### config.mk
export PLATFORM = sky130hd
export DESIGN_NAME = solver_dispatch_ctrl
export DESIGN_NICKNAME = d
export VERILOG_FILES = /design/src/rtl/solver_dispatch_ctrl.sv
export SDC_FILE = /design/constraint.sdc
export NUM_CORES = 1
export LEC_CHECK = 0
export ABC_AREA = 1
export CORE_UTILIZATION = 50
export CTS_BUF_LIST = sky130_fd_sc_hd__clkbuf_4
export DETAILED_ROUTE_END_ITERATION = 7
export HOLD_SLACK_MARGIN = 0.08
export PLACE_DENSITY = 0.81
export SETUP_SLACK_MARGIN = 0.3
export SYNTH_ARGS = -nofsm -noshare
export SYNTH_HDL_FRONTEND = slang
export SYNTH_SLANG_ARGS = --single-unit
### constraint.sdc
create_clock -name clk -period 6.4 [get_ports clk]
set_input_delay 0.64 -clock clk [delete_from_list [all_inputs] [get_ports clk]]
set_output_delay 0.64 -clock clk [all_outputs]
set_load 0.01 [all_outputs]
### src/rtl/solver_dispatch_ctrl.sv
`default_nettype none
// ---------------------------------------------------------------------------
// solver_dispatch_ctrl : round-robin ROM-to-lane dispatcher with 64-bit result accumulation
// Revision 1.0
// ---------------------------------------------------------------------------
module solver_dispatch_ctrl #(
   parameter int ENTRY_COUNT = 468,
   parameter int ADDR_W      = 9,
   parameter int ENTRY_W     = 128,
   parameter int NUM_LANES   = 4,
   parameter int SUM_W       = 64
) (
   input  logic                       clk,
   input  logic                       rst_n,
   input  logic                       start,
   output logic                       rom_en,
   output logic [ADDR_W-1:0]          rom_addr,
   input  logic [ENTRY_W-1:0]         rom_data,
   output logic [NUM_LANES-1:0]       lane_valid,
   input  logic [NUM_LANES-1:0]       lane_ready,
   output logic [ENTRY_W-1:0]         lane_data,
   input  logic [NUM_LANES-1:0]       res_valid,
   input  logic [NUM_LANES*SUM_W-1:0] res_data,
   output logic                       busy,
   output logic                       done,
   output logic [SUM_W-1:0]           total_sum,
   output logic                       overflow,
   output logic                       proto_err
);

   localparam int IDX_W  = ADDR_W + 1;
   localparam int LANE_W = (NUM_LANES > 1) ? $clog2(NUM_LANES) : 1;
   localparam int CNT_W  = $clog2(NUM_LANES + 1);
   localparam int OUT_W  = ((IDX_W > CNT_W) ? IDX_W : CNT_W) + 1;
   localparam int ACC_W  = SUM_W + 5;
   localparam logic [IDX_W-1:0]  C_ENTRY_COUNT = IDX_W'(ENTRY_COUNT);
   localparam logic [LANE_W:0]   C_LANES       = (LANE_W+1)'(NUM_LANES);

   typedef enum logic [2:0] {
      S_IDLE     = 3'd0,
      S_FETCH    = 3'd1,
      S_WAIT     = 3'd2,
      S_DISPATCH = 3'd3,
      S_DRAIN    = 3'd4,
      S_DONE     = 3'd5
   } state_t;

   state_t               state;
   logic [IDX_W-1:0]     index;
   logic [IDX_W-1:0]     outstanding;
   logic [LANE_W-1:0]    rr_ptr;
   logic [ENTRY_W-1:0]   stage;

   logic [2*NUM_LANES-1:0] ready_dbl;
   logic [NUM_LANES-1:0]   ready_rot;
   logic                   grant_found;
   logic [LANE_W:0]        grant_wide;
   logic [LANE_W:0]        rr_next_wide;
   logic                   xfer;
   logic                   res_active;
   logic [ACC_W-1:0]       acc_sum;
   logic [CNT_W-1:0]       pop;
   logic [OUT_W-1:0]       out_plus;
   logic [OUT_W-1:0]       pop_ext;
   logic                   underflow;
   logic [OUT_W-1:0]       out_next;
   logic [IDX_W-1:0]       index_inc;

   // Rotating the ready vector by rr_ptr turns the wrap-around search into a
   // plain lowest-set-bit scan.
   assign ready_dbl = {lane_ready, lane_ready} >> rr_ptr;
   assign ready_rot = ready_dbl[NUM_LANES-1:0];

   always_comb begin
      grant_found  = 1'b0;
      grant_wide   = '0;
      rr_next_wide = '0;
      for (int k = 0; k < NUM_LANES; k++) begin
         if (!grant_found && ready_rot[k]) begin
            grant_found = 1'b1;
            grant_wide  = {1'b0, rr_ptr} + (LANE_W+1)'(k);
         end
      end
      if (grant_wide >= C_LANES) grant_wide = grant_wide - C_LANES;
      rr_next_wide = grant_wide + 1'b1;
      if (rr_next_wide == C_LANES) rr_next_wide = '0;
   end

   assign xfer       = (state == S_DISPATCH) && grant_found;
   assign lane_valid = xfer ? (NUM_LANES'(1) << grant_wide[LANE_W-1:0]) : '0;
   assign lane_data  = stage;
   assign res_active = (state != S_IDLE) && (state != S_DONE);
   assign index_inc  = index + 1'b1;

   always_comb begin
      acc_sum = ACC_W'(total_sum);
      pop     = '0;
      for (int k = 0; k < NUM_LANES; k++) begin
         if (res_valid[k]) begin
            acc_sum = acc_sum + ACC_W'(res_data[k*SUM_W +: SUM_W]);
            pop     = pop + 1'b1;
         end
      end
   end

   assign out_plus  = OUT_W'(outstanding) + OUT_W'(xfer);
   assign pop_ext   = OUT_W'(pop);
   assign underflow = pop_ext > out_plus;
   assign out_next  = underflow ? '0 : (out_plus - pop_ext);

   always_ff @(posedge clk or negedge rst_n) begin
      if (!rst_n) begin
         state       <= S_IDLE;
         index       <= '0;
         outstanding <= '0;
         rr_ptr      <= '0;
         stage       <= '0;
         rom_en      <= 1'b0;
         rom_addr    <= '0;
         busy        <= 1'b0;
         done        <= 1'b0;
         total_sum   <= '0;
         overflow    <= 1'b0;
         proto_err   <= 1'b0;
      end else begin
         rom_en <= 1'b0;
         if (res_active) begin
            total_sum   <= acc_sum[SUM_W-1:0];
            outstanding <= out_next[IDX_W-1:0];
            if (acc_sum[ACC_W-1:SUM_W] != '0) overflow  <= 1'b1;
            if (underflow)                    proto_err <= 1'b1;
         end
         case (state)
            S_IDLE, S_DONE: begin
               if (start) begin
                  total_sum   <= '0;
                  overflow    <= 1'b0;
                  proto_err   <= 1'b0;
                  index       <= '0;
                  outstanding <= '0;
                  if (ENTRY_COUNT == 0) begin
                     state <= S_DONE;
                     done  <= 1'b1;
                  end else begin
                     state    <= S_FETCH;
                     done     <= 1'b0;
                     busy     <= 1'b1;
                     rom_en   <= 1'b1;
                     rom_addr <= '0;
                  end
               end
            end
            S_FETCH: state <= S_WAIT;
            S_WAIT: begin
               stage <= rom_data;
               state <= S_DISPATCH;
            end
            S_DISPATCH: begin
               if (xfer) begin
                  rr_ptr <= rr_next_wide[LANE_W-1:0];
                  index  <= index_inc;
                  if (index_inc < C_ENTRY_COUNT) begin
                     state    <= S_FETCH;
                     rom_en   <= 1'b1;
                     rom_addr <= index_inc[ADDR_W-1:0];
                  end else begin
                     state <= S_DRAIN;
                  end
               end
            end
            S_DRAIN: begin
               if (out_next == '0) begin
                  state <= S_DONE;
                  busy  <= 1'b0;
                  done  <= 1'b1;
               end
            end
            default: state <= S_IDLE;
         endcase
      end
   end

endmodule
`default_nettype wire

==> results of run 1 <==
-- metal layers --
metal / overflow / track usage, %
met1: 49 / 86.0
met2: 248 / 96.5
met3: 42 / 74.9
met4: 187 / 84.3
met5: 6 / 54.9
-- kinds of logic after synthesis --
logic type                 Yosys count  synth area share [%]
AOI/OAI and AO/OA                 1006                  18.7
xor gates and xnor gates           179                  5.22
adders and majority gates          274                  11.4
buffers and inverters              764                  9.49
DFF                                231                  19.1
muxes                              131                  4.86
and+or+nand+nor                   2303                  31.2
-- metrics by stage --
step	cell area, sq um	std cells
2_1_floorplan	31100	4888
3_3_place_gp	47800	7496
3_5_place_dp	47800	7496
4_1_cts	54400	7793
-- timing repair --
item	in CTS
endpoints found under the setup margin	56
hold buffers	1
resized for setup	1078
endpoints found under the hold margin	67
buffers inserted	184
pin swaps	400
cloned	0
==> flow_metrics.env, run 1 <==
export IMPL_status="stopped before the end"
export IMPL_lastStage="global routing (5_1_grt)"
export IMPL_firstError="[ERROR GRT-0116] Global routing finished with congestion. Check the congestion regions in the DRC Viewer."
export IMPL_async_flop_share_pct=100
export IMPL_grt_pass1_wl_um=395000
export IMPL_die_y_um=248
export IMPL_mappedNetlistNets=5557
export IMPL_synth_common_cells="1321 x nand2_1, 667 x inv_1, 531 x nor2_1"
export IMPL_io_pins=605
export IMPL_overflow=532
export IMPL_dieWidth_um=248
export IMPL_dp_hpwl_um=139000
export IMPL_grt_max_degree=165
export IMPL_clockRootBuffer="clkbuf_4"
export IMPL_yosysMostFrequentCell="nand2_1"
export IMPL_synthCells=4888
export IMPL_io_buffer_count=604
export IMPL_synth_top_cell_by_area="dfrtp_1"
export IMPL_synth_edff_count=0
export IMPL_ys_seq_elements=231
export IMPL_synth_ff_type="dfrtp_1"
export IMPL_preCtsSetupSlack_ns=-3.61
export IMPL_cts_buffers=68
export IMPL_syn_area_per_cell_sq_um=6.20
export IMPL_rows=89
export IMPL_clockBufferDepth=3
export IMPL_grtUsageTotal_pct=85.4
export IMPL_cts_max_level=3
export IMPL_synth_area_leaders="dfrtp_1 19%, nand2_1 16%, ha_1 11%, inv_1 8.3%, nor2_1 6.6%"
export IMPL_yosysSeqAreaShare_pct=19.1
export IMPL_cts_sinks=231
export IMPL_ys_types=61
export IMPL_syn_area_sq_um=30300
export IMPL_yosysWarningCount=0
export IMPL_grt_pass1_vias=59500
export IMPL_gp_congestion=1.16
export IMPL_initial_core_util_pct=51.0
export IMPL_yosys_area_top_type_share_pct=19.1
==> inputs of run 2 (changes only) <==
==> config.mk (replaced) <==
export PLATFORM = sky130hd
export DESIGN_NAME = solver_dispatch_ctrl
export DESIGN_NICKNAME = d
export VERILOG_FILES = /design/src/rtl/solver_dispatch_ctrl.sv
export SDC_FILE = /design/constraint.sdc
export NUM_CORES = 1
export LEC_CHECK = 0
export ABC_AREA = 1
export CORE_UTILIZATION = 40
export DETAILED_ROUTE_END_ITERATION = 7
export PLACE_DENSITY_LB_ADDON = 0.15
export SYNTH_ARGS = -nofsm -noshare
export SYNTH_HDL_FRONTEND = slang
export SYNTH_SLANG_ARGS = --single-unit
==> constraint.sdc (replaced) <==
create_clock -name clk -period 8.32 [get_ports clk]
set_input_delay 0.832 -clock clk [delete_from_list [all_inputs] [get_ports clk]]
set_output_delay 0.832 -clock clk [all_outputs]
set_load 0.01 [all_outputs]
==> run 2 against run 1 <==
Compared with the run above:
- the flow now finishes without violations
- synthesized area unchanged
- synthesized cell count unchanged
==> flow_metrics.env, run 2 <==
export IMPL_dieWidth_um=277
export IMPL_r2r_start="total_sum[11]"
export IMPL_yosysSeqAreaShare_pct=19.1
export IMPL_vias=41700
export IMPL_max_freq_ghz=0.123
export IMPL_utilization_pct=71.0
export IMPL_cts_tree="yes"
export IMPL_period_share_pct=97.5
export IMPL_ant_nets=0
export IMPL_yosys_area_top_type_share_pct=19.1
export IMPL_slew_violations=0
export IMPL_crit_type="primary input to register"
export IMPL_finClkSkew_ns=0.0182
export IMPL_via_per_inst=5.34
export IMPL_tightest_slew_ns=1.32
export IMPL_synth_edff_count=0
export IMPL_synthCells=4888
export IMPL_synth_common_cells="1321 x nand2_1, 667 x inv_1, 531 x nor2_1"
export IMPL_initial_core_util_pct=40.6
export IMPL_grtUsageTotal_pct=40.4
export IMPL_die_area_sq_um=76900
export IMPL_drv_cap=0
export IMPL_rr_worst_depth=52
export IMPL_vdd_ir_drop_max_v=0.000480
export IMPL_cts_sinks=231
export IMPL_most_common_layout_cells="1365 x buf_4, 1173 x nand2_1, 618 x inv_1"
export IMPL_setup_viol_count_final=0
export IMPL_drt_total_wl_um=165000
export IMPL_power_density_nw_per_um2=561
export IMPL_min_path_type="primary input to asynchronous set/reset pin"
export IMPL_mappedNetlistNets=5557
export IMPL_antenna_found_initial=8
export IMPL_drive_above_1_share_pct=35.1
export IMPL_ys_seq_elements=231
export IMPL_synth_top_cell_by_area="dfrtp_1"
export IMPL_yosysWarningCount=0
export IMPL_drtIter0Drc=3864
export IMPL_async_flop_share_pct=100
export IMPL_slew_headroom_pct=10.9
export IMPL_ys_types=61
export IMPL_hold_viol=0
export IMPL_io_pins=605
export IMPL_layout_min_cycle_time_ns=8.11
export IMPL_holdWs_ns=0.278
export IMPL_cts_max_level=2
export IMPL_cts_clk_slew_worst_paths_ns=0.06
export IMPL_reg2reg_to="total_sum[60]"
export IMPL_n_fill_cell=6462
export IMPL_grt_pass1_vias=39400
export IMPL_rows=100
export IMPL_reg2reg_slack_ns=0.36
export IMPL_clockRootBuffer="clkbuf_16"
export IMPL_syn_area_per_cell_sq_um=6.20
export IMPL_status="complete, no violations"
export IMPL_cp_end_kind="register"
export IMPL_overflow=0
export IMPL_crit_fanout=6
export IMPL_clk_latency_ns=0.58
export IMPL_startpoint_type="primary input"
export IMPL_largest_reg_flops=128
export IMPL_worstPathRequired_ns=8.79
export IMPL_grt_pass1_wl_um=234000
export IMPL_dp_hpwl_um=135000
export IMPL_clockBufferDepth=3
export IMPL_gp_congestion=1.07
export IMPL_io_buffer_count=604
export IMPL_rsz0062_at_grt="true"
export IMPL_leakagePower_nw=25.6
export IMPL_grt_max_degree=149
export IMPL_worstPathArrival_ns=8.58
export IMPL_syn_area_sq_um=30300
export IMPL_area_delta_synth_final_pct=75.1
export IMPL_synth_ff_type="dfrtp_1"
export IMPL_final_common_cell="buf_4"
export IMPL_cts_buffers=34
export IMPL_coreArea_sq_um=74700
export IMPL_critPathMostFrequentCell="buf_4"
export IMPL_post_drt_wl_per_cell_um=21.1
export IMPL_synth_area_leaders="dfrtp_1 19%, nand2_1 16%, ha_1 11%, inv_1 8.3%, nor2_1 6.6%"
export IMPL_fin_nets=7481
export IMPL_drc_errors=0
export IMPL_yosysMostFrequentCell="nand2_1"
export IMPL_die_y_um=277
export IMPL_drt_pass1_iterations=6
export IMPL_cts_hold_fix_buffers=0
export IMPL_cp_slowest_stage_delay_ns=0.53
export IMPL_critPathSlowestCell="clkdlybuf4s50_1"
run 2: cell counts after synthesis:
No cell type changed its count.
run 2: worst max-delay path by stage:
stage	from	to	slack, ns
floorplan	res_data[0]	overflow	0.93
global placement	res_data[0]	total_sum[60]	-1.57
detailed placement	res_data[0]	total_sum[60]	-1.63
finish	res_data[16]	total_sum[60]	0.21
global route	res_data[23]	total_sum[59]	-0.21
CTS	res_data[0]	total_sum[60]	-0.0004
run 2: timing repair:
action                                 4_1_cts  5_1_grt
pin swaps                                   45      231
endpoints found under the hold margin        0        0
gates cloned                                 0        0
gates resized for setup                    223      822
buffers inserted                            12       60
setup endpoints to repair                   31       43
run 2: routing by layer:
metal / routed length, um / vias to the layer above / GRT usage, %
met2: 70500 / 1899 / 61.9
met1: 70800 / 19500 / 55.7
met3: 16600 / 328 / 8.79
met4: 6950 / 8 / 13.8
li1: - / 19900 / -
met5: 60 / - / 0
run 2: logic make-up (layout without fill, tap and decap cells):
| group | after synthesis | in the layout | share of synthesized area [%] |
|---|---|---|---|
| and+or+nand+nor | 2303 | 2303 | 31.2 |
| AOI/OAI and AO/OA | 1006 | 1006 | 18.7 |
| buffers and inverters | 764 | 2711 | 9.49 |
| adders and majority gates | 274 | 274 | 11.4 |
| DFF | 231 | 231 | 19.1 |
| xor gates and xnor gates | 179 | 179 | 5.22 |
| muxes | 131 | 131 | 4.86 |
| other | 0 | 1 | 0 |
run 2: final cells by class:
class / count / area, sq um / share of cell area [%]
Clock inverter: 15 / 249 / 0.469
Timing Repair Buffer: 1980 / 16500 / 31.0
Multi-Input combinational cell: 3893 / 25900 / 48.8
Antenna cell: 1 / 2.50 / 0.00472
Clock buffer: 44 / 928 / 1.75
Tap cell: 969 / 1210 / 2.28
Sequential cell: 231 / 5780 / 10.9
Inverter: 672 / 2520 / 4.76
run 2: power breakdown:
group | internal (mW) | switching [mW]
clock | 0.952 | 0.640
sequential | 1.70 | 0.494
combinational | 12.2 | 13.8
total | 14.9 | 14.9
run 2: critical path, delay by kind of cell:
kind	cells	cell delay (ns)
xor+xnor	1	0.17
buf+inv	14	2.10
compound gates	7	0.89
fa+ha+maj	4	1.20
simple gates	28	3.35
run 2: metrics by stage:
step	area [sq um]	worst slack (ns)	total power [mW]	TNS, ns	std cells
after global routing	53100	-0.206	31.6	-2.12	7804
after floorplan	30300	0.925	12.4	0	4888
after CTS	49200	-0.000422	26.6	-0.000422	7744
final	53100	0.205	29.8	0	7805
after global placement	47100	-1.57	24.1	-31.89	7673
after detailed placement	47100	-1.63	24.2	-33.44	7673
(Power assumes the default switching activity.)
==> inputs of run 3 (changes only) <==
--- a/config.mk
+++ b/config.mk
@@ -6,6 +6,7 @@
 export NUM_CORES = 1
 export LEC_CHECK = 0
 export ABC_AREA = 1
+export ABC_CLOCK_PERIOD_IN_PS = 8320
 export CORE_UTILIZATION = 40
 export DETAILED_ROUTE_END_ITERATION = 7
 export PLACE_DENSITY_LB_ADDON = 0.15
==> results of run 3 <==
The final DEF is identical to that of run 2; final timing and power are the same.
